File: src/rtl/seg_pkg.sv
// Glyph table and segment bit positions shared by the display scanner.
// Latency: none (constants and a pure combinational lookup).
// Backpressure: not applicable.
package seg_pkg;

    // Segment bit positions inside the {a,b,c,d,e,f,g,dp} byte.
    localparam int SEG_A  = 7;
    localparam int SEG_B  = 6;
    localparam int SEG_C  = 5;
    localparam int SEG_D  = 4;
    localparam int SEG_E  = 3;
    localparam int SEG_F  = 2;
    localparam int SEG_G  = 1;
    localparam int SEG_DP = 0;

    // Active-high glyphs; dp bit is always clear here and merged later.
    localparam logic [7:0] GLYPH_0     = 8'hFC;
    localparam logic [7:0] GLYPH_1     = 8'h60;
    localparam logic [7:0] GLYPH_2     = 8'hDA;
    localparam logic [7:0] GLYPH_3     = 8'hF2;
    localparam logic [7:0] GLYPH_4     = 8'h66;
    localparam logic [7:0] GLYPH_5     = 8'hB6;
    localparam logic [7:0] GLYPH_6     = 8'hBE;
    localparam logic [7:0] GLYPH_7     = 8'hE0;
    localparam logic [7:0] GLYPH_8     = 8'hFE;
    localparam logic [7:0] GLYPH_9     = 8'hF6;
    localparam logic [7:0] GLYPH_A     = 8'hEE;
    localparam logic [7:0] GLYPH_B     = 8'h3E;
    localparam logic [7:0] GLYPH_C     = 8'h9C;
    localparam logic [7:0] GLYPH_D     = 8'h7A;
    localparam logic [7:0] GLYPH_E     = 8'h9E;
    localparam logic [7:0] GLYPH_F     = 8'h8E;
    localparam logic [7:0] GLYPH_BLANK = 8'h00;

    function automatic logic [7:0] hex_to_seg(input logic [3:0] nibble);
        logic [7:0] seg;
        case (nibble)
            4'h0:    seg = GLYPH_0;
            4'h1:    seg = GLYPH_1;
            4'h2:    seg = GLYPH_2;
            4'h3:    seg = GLYPH_3;
            4'h4:    seg = GLYPH_4;
            4'h5:    seg = GLYPH_5;
            4'h6:    seg = GLYPH_6;
            4'h7:    seg = GLYPH_7;
            4'h8:    seg = GLYPH_8;
            4'h9:    seg = GLYPH_9;
            4'hA:    seg = GLYPH_A;
            4'hB:    seg = GLYPH_B;
            4'hC:    seg = GLYPH_C;
            4'hD:    seg = GLYPH_D;
            4'hE:    seg = GLYPH_E;
            default: seg = GLYPH_F;
        endcase
        return seg;
    endfunction

endpackage

File: src/rtl/seg_display_scanner_if.sv
// Control and pin bundle between the value source and the display scanner.
// Latency: none (wires only).
// Backpressure: none; load is a fire-and-forget strobe.
interface seg_display_scanner_if #(
    parameter int NUM_DIGITS = 4
);
    localparam int IDX_W = (NUM_DIGITS > 1) ? $clog2(NUM_DIGITS) : 1;

    logic [4*NUM_DIGITS-1:0] value_in;
    logic [NUM_DIGITS-1:0]   dp_in;
    logic                    load;
    logic                    blank_lz;
    logic                    enable;
    logic [7:0]              c_out;
    logic [NUM_DIGITS-1:0]   a_out;
    logic [IDX_W-1:0]        digit_idx;

    modport master (
        output value_in, dp_in, load, blank_lz, enable,
        input  c_out, a_out, digit_idx
    );

    modport slave (
        input  value_in, dp_in, load, blank_lz, enable,
        output c_out, a_out, digit_idx
    );

endinterface

File: src/rtl/seg_slot_timer.sv
// Slot divider plus digit index counter for the multiplexed display.
// Latency: tick is combinational from the count; digit_idx moves on the tick edge.
// Backpressure: free-running, never stalls.
module seg_slot_timer #(
    parameter int NUM_DIGITS  = 4,
    parameter int REFRESH_DIV = 1000,
    parameter int IDX_W       = (NUM_DIGITS > 1) ? $clog2(NUM_DIGITS) : 1
) (
    input  logic             clk_in,
    input  logic             reset,
    output logic             tick,
    output logic [IDX_W-1:0] digit_idx,
    output logic [IDX_W-1:0] idx_next
);
    localparam int                CNT_W   = $clog2(REFRESH_DIV);
    localparam logic [CNT_W-1:0]  CNT_MAX = CNT_W'(REFRESH_DIV - 1);
    localparam logic [IDX_W-1:0]  IDX_MAX = IDX_W'(NUM_DIGITS - 1);

    logic [CNT_W-1:0] cnt_q;

    assign tick     = (cnt_q == CNT_MAX);
    assign idx_next = (digit_idx == IDX_MAX) ? '0 : digit_idx + IDX_W'(1);

    // Count clocks within a slot; step the digit index at the end of each slot.
    always_ff @(posedge clk_in) begin
        if (reset) begin
            cnt_q     <= '0;
            digit_idx <= '0;
        end else if (tick) begin
            cnt_q     <= '0;
            digit_idx <= idx_next;
        end else begin
            cnt_q     <= cnt_q + CNT_W'(1);
        end
    end

endmodule

File: src/rtl/seg_display_scanner.sv
// Multiplexed seven-segment driver: shadowed hex value, lz blanking, enable, polarity.
// Latency: glyph registered one cycle after each slot tick; enable acts next cycle.
// Backpressure: none; load is always accepted, shown from the next output update.
module seg_display_scanner #(
    parameter int NUM_DIGITS       = 4,
    parameter int REFRESH_DIV      = 1000,
    parameter int SEG_ACTIVE_LOW   = 1,
    parameter int ANODE_ACTIVE_LOW = 1
) (
    input logic                clk_in,
    input logic                reset,
    seg_display_scanner_if.slave bus
);
    import seg_pkg::*;

    localparam int IDX_W = (NUM_DIGITS > 1) ? $clog2(NUM_DIGITS) : 1;
    // XOR masks: an all-zero active-high pattern maps to the "off" pin level.
    localparam logic [7:0]            SEG_OFF = (SEG_ACTIVE_LOW != 0) ? 8'hFF : 8'h00;
    localparam logic [NUM_DIGITS-1:0] AN_OFF  = (ANODE_ACTIVE_LOW != 0) ? {NUM_DIGITS{1'b1}} : '0;

    logic                    tick;
    logic [IDX_W-1:0]        idx_q;
    logic [IDX_W-1:0]        idx_next;
    logic [4*NUM_DIGITS-1:0] shadow_val;
    logic [NUM_DIGITS-1:0]   shadow_dp;
    logic [NUM_DIGITS-1:0]   blank_vec;
    logic                    run_zero;
    logic [IDX_W-1:0]        sel_idx;
    logic [7:0]              seg_hi;
    logic [NUM_DIGITS-1:0]   an_hi;
    logic [7:0]              c_q;
    logic [NUM_DIGITS-1:0]   a_q;
    logic                    armed;
    logic                    lit;

    seg_slot_timer #(
        .NUM_DIGITS (NUM_DIGITS),
        .REFRESH_DIV(REFRESH_DIV),
        .IDX_W      (IDX_W)
    ) u_timer (
        .clk_in   (clk_in),
        .reset    (reset),
        .tick     (tick),
        .digit_idx(idx_q),
        .idx_next (idx_next)
    );

    // Shadow registers decouple the source bus from the scan so glyphs never tear mid-slot.
    always_ff @(posedge clk_in) begin
        if (reset) begin
            shadow_val <= '0;
            shadow_dp  <= '0;
        end else if (bus.load) begin
            shadow_val <= bus.value_in;
            shadow_dp  <= bus.dp_in;
        end
    end

    // A digit is a leading zero when it and every more significant nibble are zero.
    always_comb begin
        run_zero  = 1'b1;
        blank_vec = '0;
        for (int k = NUM_DIGITS - 1; k >= 0; k--) begin
            run_zero     = run_zero && (shadow_val[4*k +: 4] == 4'h0);
            blank_vec[k] = bus.blank_lz && (k != 0) && run_zero;
        end
    end

    // Build the active-high glyph and anode pattern for the digit about to be driven.
    always_comb begin
        sel_idx = tick ? idx_next : idx_q;
        seg_hi  = blank_vec[sel_idx] ? GLYPH_BLANK : hex_to_seg(shadow_val[4*int'(sel_idx) +: 4]);
        seg_hi[SEG_DP] = shadow_dp[sel_idx];
        an_hi          = '0;
        an_hi[sel_idx] = 1'b1;
    end

    // Output register: dark on disable, refresh on tick, or immediately re-light once armed.
    always_ff @(posedge clk_in) begin
        if (reset) begin
            c_q   <= SEG_OFF;
            a_q   <= AN_OFF;
            armed <= 1'b0;
            lit   <= 1'b0;
        end else begin
            if (!bus.enable) begin
                c_q <= SEG_OFF;
                a_q <= AN_OFF;
                lit <= 1'b0;
            end else if (tick || (armed && !lit)) begin
                c_q <= seg_hi ^ SEG_OFF;
                a_q <= an_hi ^ AN_OFF;
                lit <= 1'b1;
            end
            if (tick) begin
                armed <= 1'b1;
            end
        end
    end

    assign bus.c_out     = c_q;
    assign bus.a_out     = a_q;
    assign bus.digit_idx = idx_q;

endmodule

File: src/flat_wrapper.sv
// flat-port wrapper written by rule: the top's interface ports become plain ports
module seg_display_scanner_flat import seg_pkg::*;
#(
    parameter int NUM_DIGITS       = 4,
    parameter int REFRESH_DIV      = 1000,
    parameter int SEG_ACTIVE_LOW   = 1,
    parameter int ANODE_ACTIVE_LOW = 1
)
  (clk_in, reset, bus_value_in, bus_dp_in, bus_load, bus_blank_lz, bus_enable, bus_c_out, bus_a_out, bus_digit_idx);
  seg_display_scanner_if #(.NUM_DIGITS(NUM_DIGITS)) bus_i ();
  input logic clk_in;
  input logic reset;
  input wire logic [$bits(bus_i.value_in)-1:0] bus_value_in;
  input wire logic [$bits(bus_i.dp_in)-1:0] bus_dp_in;
  input wire logic [$bits(bus_i.load)-1:0] bus_load;
  input wire logic [$bits(bus_i.blank_lz)-1:0] bus_blank_lz;
  input wire logic [$bits(bus_i.enable)-1:0] bus_enable;
  output wire logic [$bits(bus_i.c_out)-1:0] bus_c_out;
  output wire logic [$bits(bus_i.a_out)-1:0] bus_a_out;
  output wire logic [$bits(bus_i.digit_idx)-1:0] bus_digit_idx;
  assign bus_i.value_in = bus_value_in;
  assign bus_i.dp_in = bus_dp_in;
  assign bus_i.load = bus_load;
  assign bus_i.blank_lz = bus_blank_lz;
  assign bus_i.enable = bus_enable;
  assign bus_c_out = bus_i.c_out;
  assign bus_a_out = bus_i.a_out;
  assign bus_digit_idx = bus_i.digit_idx;
  seg_display_scanner #(.NUM_DIGITS(NUM_DIGITS), .REFRESH_DIV(REFRESH_DIV), .SEG_ACTIVE_LOW(SEG_ACTIVE_LOW), .ANODE_ACTIVE_LOW(ANODE_ACTIVE_LOW)) u_core (.clk_in(clk_in), .reset(reset), .bus(bus_i));
endmodule
File: config.mk
export PLATFORM = sky130hd
export DESIGN_NAME = seg_display_scanner_flat
export DESIGN_NICKNAME = d
export VERILOG_FILES = /design/src/rtl/seg_pkg.sv /design/src/rtl/seg_display_scanner_if.sv /design/src/rtl/seg_slot_timer.sv /design/src/rtl/seg_display_scanner.sv /design/src/flat_wrapper.sv
export SDC_FILE = /design/constraint.sdc
export NUM_CORES = 1
export LEC_CHECK = 0
export BUFFER_PORTS_ARGS = -buffer_cell sky130_fd_sc_hd__buf_2
export CAP_MARGIN = 5
export CORE_MARGIN = 2
export CORE_UTILIZATION = 55
export CTS_BUF_LIST = sky130_fd_sc_hd__clkbuf_8
export DETAILED_ROUTE_END_ITERATION = 7
export PLACE_DENSITY = 0.77
export SYNTH_ARGS = -nofsm -noshare
export SYNTH_HDL_FRONTEND = slang
export SYNTH_SLANG_ARGS = --single-unit
File: constraint.sdc
create_clock -name clk_in -period 8.66 [get_ports clk_in]
set_clock_uncertainty 0.2 [all_clocks]
set_input_delay 1.299 -clock clk_in [delete_from_list [all_inputs] [get_ports clk_in]]
set_output_delay 1.299 -clock clk_in [all_outputs]
set_load 0.02 [all_outputs]
==> impl_results.html <==
<table>
<tr><th>Metric</th><th>Value</th></tr>
<tr><th colspan="2">Route</th></tr>
<tr><td>Post-Route WL</td><td>6643 um</td></tr>
<tr><td>DRC violations left</td><td>0</td></tr>
<tr><td>Routed length per instance</td><td>15.82 um</td></tr>
<tr><td>Number of DRC markers after the initial detailed-route iteration</td><td>225</td></tr>
<tr><td>Detailed-route vias per instance</td><td>6.031</td></tr>
<tr><td>Number of detailed-routing iterations run before antenna repair</td><td>5</td></tr>
<tr><td>Vias</td><td>2,533</td></tr>
<tr><td>Antenna Violating Nets Remaining</td><td>0</td></tr>
<tr><th colspan="2">Floorplan</th></tr>
<tr><td>Die span in x</td><td>75.67 um</td></tr>
<tr><td>Number of standard-cell rows in the floorplan</td><td>26</td></tr>
<tr><td>Initial core utilization</td><td>56.03%</td></tr>
<tr><td>Number of top-level design ports</td><td>39</td></tr>
<tr><td>Die Footprint</td><td>5726 um^2</td></tr>
<tr><td>Y dimension of the die</td><td>75.67 um</td></tr>
<tr><td>Core region area</td><td>5042 um^2</td></tr>
<tr><th colspan="2">STA</th></tr>
<tr><td>Timing-limited maximum frequency</td><td>230.9 MHz</td></tr>
<tr><td>RSZ-0062 raised after global routing</td><td>false</td></tr>
<tr><td>Period minus WS final</td><td>4332 ps</td></tr>
<tr><td>Slew HR</td><td>30.26%</td></tr>
<tr><td>Worst path setup slack after routing</td><td>4328 ps</td></tr>
<tr><td>Post-route fraction of the period consumed by the critical path</td><td>50.02%</td></tr>
<tr><td>TNS Setup</td><td>0 ps</td></tr>
<tr><td>Final-report hold violation count</td><td>0</td></tr>
<tr><td>Minimum hold slack</td><td>266.9 ps</td></tr>
<tr><td>Transition time of the tightest slew-check pin</td><td>1046 ps</td></tr>
<tr><td>Max Slew Vio Count</td><td>0</td></tr>
<tr><td>Final setup violation count</td><td>0</td></tr>
<tr><th colspan="2">Cells and area</th></tr>
<tr><td>Post-layout instance area</td><td>3095 um^2</td></tr>
<tr><td>Layout-stage area growth over the synthesis result</td><td>9.566%</td></tr>
<tr><td>Diodes inserted</td><td>0</td></tr>
<tr><td>Number of nets at the end of the flow</td><td>382</td></tr>
<tr><td>Fraction of final layout cells with drive strength greater than 1</td><td>16.57%</td></tr>
<tr><td>Final core utilization</td><td>61.39%</td></tr>
<tr><td>Non-Filler Instances</td><td>420</td></tr>
<tr><td>Fill cell instance count of the final layout</td><td>442</td></tr>
<tr><th colspan="2">CTS</th></tr>
<tr><td>Clock Root Buffer</td><td>sky130_fd_sc_hd__clkbuf_8</td></tr>
<tr><td>Post-CTS Hold Fix Bufs</td><td>0</td></tr>
<tr><td>Number of levels the H-tree was split into</td><td>2</td></tr>
<tr><td>Max clock buf depth</td><td>2</td></tr>
<tr><td># Post-CTS Setup Buffers</td><td>0</td></tr>
<tr><td>Insertion delay to the later sink of the worst-skew pair</td><td>310 ps</td></tr>
<tr><td>Number of buffers created by CTS</td><td>5</td></tr>
<tr><td>Clock net sink count</td><td>46</td></tr>
<tr><td>CTS tree</td><td>built</td></tr>
<tr><td># resized after CTS</td><td>0</td></tr>
<tr><td>Clock input transition at the sequential cells of the worst setup and hold paths</td><td>90 ps</td></tr>
<tr><th colspan="2">Worst hold path</th></tr>
<tr><td>Endpoint with the worst hold slack</td><td>u_core.bus.c_out[5]</td></tr>
<tr><td>Worst hold path stage count</td><td>1</td></tr>
<tr><td>Worst Min Path Start</td><td>u_core.bus.c_out[5]</td></tr>
<tr><td>Tightest Hold Check Type</td><td>flip-flop to flip-flop</td></tr>
<tr><th colspan="2">Outcome</th></tr>
<tr><td>Outcome</td><td>complete, no violations</td></tr>
<tr><th colspan="2">Global route</th></tr>
<tr><td>Final global-route overflow total</td><td>0</td></tr>
<tr><td>Vias in the first global route</td><td>2,135</td></tr>
<tr><td>Largest net degree at the start of global routing</td><td>35</td></tr>
<tr><td>Overall fraction of global-route tracks in use</td><td>23.92%</td></tr>
<tr><td>Antenna violations before repair</td><td>0</td></tr>
<tr><td>First-pass GRT wire length</td><td>10,490 um</td></tr>
<tr><th colspan="2">Placement</th></tr>
<tr><td>Count of buffers inserted at the top-level ports</td><td>38</td></tr>
<tr><td>Final RePlAce weighted congestion</td><td>0.8945</td></tr>
<tr><td>Pre-CTS setup slack</td><td>4465 ps</td></tr>
<tr><td>Sum of net half-perimeters after detailed placement</td><td>4713 um</td></tr>
<tr><td>Instance area at placement</td><td>2978 um^2</td></tr>
<tr><td>Cell count after placement</td><td>412</td></tr>
<tr><th colspan="2">Setup path</th></tr>
<tr><td>Most frequent CP cell</td><td>sky130_fd_sc_hd__a21oi_1</td></tr>
<tr><td>Worst R2R End</td><td>u_core.bus.c_out[4]</td></tr>
<tr><td>Slowest cell delay on critical path</td><td>840 ps</td></tr>
<tr><td>Reg-to-reg slack, setup</td><td>4330 ps</td></tr>
<tr><td>Critical path startpoint category</td><td>flip-flop</td></tr>
<tr><td>R2R cell count</td><td>12</td></tr>
<tr><td>Endpoint type of the worst setup path</td><td>flip-flop</td></tr>
<tr><td>Arrival time at the worst endpoint</td><td>4310 ps</td></tr>
<tr><td>Critical path start-end classification</td><td>flip-flop to flip-flop</td></tr>
<tr><td>Ordered list of cells on the worst path</td><td>nor3b_1 -&gt; a31oi_1 -&gt; a21oi_1 -&gt; mux2i_1 -&gt; inv_1 -&gt; ha_1 -&gt; nor2b_1 -&gt; a21oi_1 -&gt; o211ai_1 -&gt; a311o_1 -&gt; o22ai_1 -&gt; a311oi_1</td></tr>
<tr><td>RR Startpoint</td><td>u_core.u_timer.cnt_q[8]</td></tr>
<tr><td>Critical Path Fanout Max</td><td>12</td></tr>
<tr><td>Max stage delay cell, worst path</td><td>sky130_fd_sc_hd__a21oi_1</td></tr>
<tr><td>Data required time at the worst endpoint</td><td>8640 ps</td></tr>
<tr><th colspan="2">Power</th></tr>
<tr><td>Static leakage power</td><td>1.229 nW</td></tr>
<tr><td>Areal power density over the cells</td><td>145.2 nW/um^2</td></tr>
<tr><td>Maximum vdd drop</td><td>0.09283 mV</td></tr>
<tr><td>Total power</td><td>0.4495 mW</td></tr>
<tr><th colspan="2">Logic synthesis</th></tr>
<tr><td>Average size of a mapped cell</td><td>8.613 um^2</td></tr>
<tr><td>Number of enable flip-flop cells after synthesis</td><td>0</td></tr>
<tr><td>Commonest cells in the synthesized netlist</td><td>46 x sky130_fd_sc_hd__dfxtp_1, 38 x sky130_fd_sc_hd__nor2_1, 33 x sky130_fd_sc_hd__mux2i_1</td></tr>
<tr><td>Top post-synthesis cells by area</td><td>sky130_fd_sc_hd__dfxtp_1 33%, sky130_fd_sc_hd__mux2i_1 12%, sky130_fd_sc_hd__nor2_1 5.0%</td></tr>
<tr><td>Cell with the most instances after synthesis</td><td>sky130_fd_sc_hd__dfxtp_1</td></tr>
<tr><td>Number of storage elements in the synthesis netlist</td><td>46</td></tr>
<tr><td>Share of the synthesized area in the top cell type</td><td>32.60%</td></tr>
<tr><td>Synthesized net count</td><td>361</td></tr>
<tr><td>Async S/R FF share, synth</td><td>0%</td></tr>
<tr><td>Syn Std Cell Area</td><td>2825 um^2</td></tr>
<tr><td>Synthesized instance count</td><td>328</td></tr>
<tr><td>Sequential share of the synthesized area</td><td>32.60%</td></tr>
<tr><td>Predominant post-synthesis flop cell</td><td>sky130_fd_sc_hd__dfxtp_1</td></tr>
<tr><td>Library cell with the largest summed area after synthesis</td><td>sky130_fd_sc_hd__dfxtp_1</td></tr>
<tr><td>Count of cell types in the netlist</td><td>60</td></tr>
<tr><td>Yosys warning count</td><td>0</td></tr>
<tr><th colspan="2">Flow run</th></tr>
<tr><td>Max Cap Violations</td><td>0</td></tr>
</table>
[layout by cell type (no fill, tap or decap), types with 6 or more instances in the layout]
cell	instances
sky130_fd_sc_hd__a21oi_1	14
sky130_fd_sc_hd__and3_1	6
sky130_fd_sc_hd__buf_2	38
sky130_fd_sc_hd__dfxtp_1	46
sky130_fd_sc_hd__ha_1	8
sky130_fd_sc_hd__inv_1	11
sky130_fd_sc_hd__mux2i_1	33
sky130_fd_sc_hd__nand2_1	26
sky130_fd_sc_hd__nand3_1	16
sky130_fd_sc_hd__nor2_1	38
sky130_fd_sc_hd__nor3_1	7
sky130_fd_sc_hd__nor3b_1	6
sky130_fd_sc_hd__o21ai_0	6
sky130_fd_sc_hd__xor2_1	8
[final cells by class]
type	instances	area (um^2)	share of cell area [%]
multi-input cells	246	1730	55.90
flip-flops and latches	46	920.9	29.75
repair buffers	39	197.7	6.386
well taps	70	87.58	2.829
clock buffers	5	68.82	2.223
clock inverters	3	48.80	1.576
inverters	11	41.29	1.334
[per-layer routing]
layer | up-vias | track usage, % | part of all wire (%)
met5 | - | 0 | 0
met4 | 0 | 8.967 | 2.0
met3 | 17 | 3.439 | 7.7
met2 | 109 | 33.91 | 43
met1 | 1184 | 36.42 | 47
li1 | 1223 | - | -
[state kept, by name, indices dropped and copies added, names as in the netlist]
register and cells:
u_core.shadow_val 16, u_core.bus.a_out 4, u_core.armed 1, u_core.u_timer.cnt_q 10, u_core.bus.c_out 8, u_core.lit 1
u_core.u_timer.digit_idx 2, u_core.shadow_dp 4
[how the worst max path moves through the flow]
stage	start	end	depth (start not counted)
floorplan	u_core.u_timer.cnt_q[3]	u_core.bus.c_out[4]	16
global placement	u_core.u_timer.cnt_q[8]	u_core.bus.c_out[4]	12
detailed placement	u_core.u_timer.cnt_q[8]	u_core.bus.c_out[4]	12
CTS	u_core.u_timer.cnt_q[8]	u_core.bus.c_out[4]	12
global route	u_core.u_timer.cnt_q[8]	u_core.bus.c_out[4]	12
finish	u_core.u_timer.cnt_q[8]	u_core.bus.c_out[4]	12
[power by group]
group | total [mW] | switching (mW) | internal [mW]
Clock | 0.170 | 0.0824 | 0.0880
Combinational | 0.0510 | 0.0275 | 0.0234
Sequential | 0.228 | 0.0100 | 0.218
[worst max-delay path: cells and delay by family (launching register included)]
kind | cells | cell delay (ps)
DFF | 1 | 420
and+or+nand+nor | 2 | 750
buffers and inverters | 1 | 170
adders and majority gates | 1 | 370
AOI/OAI and AO/OA | 7 | 1820
muxes | 1 | 470
[cell families after synthesis]
logic type / after synthesis / synth area share [%]
compound gates: 64 / 18.47
xor+xnor: 12 / 3.720
fa+ha+maj: 8 / 3.543
buf+inv: 36 / 6.156
flops: 46 / 32.60
mux: 33 / 11.69
simple gates: 129 / 23.83
(Power assumes the default switching activity.)
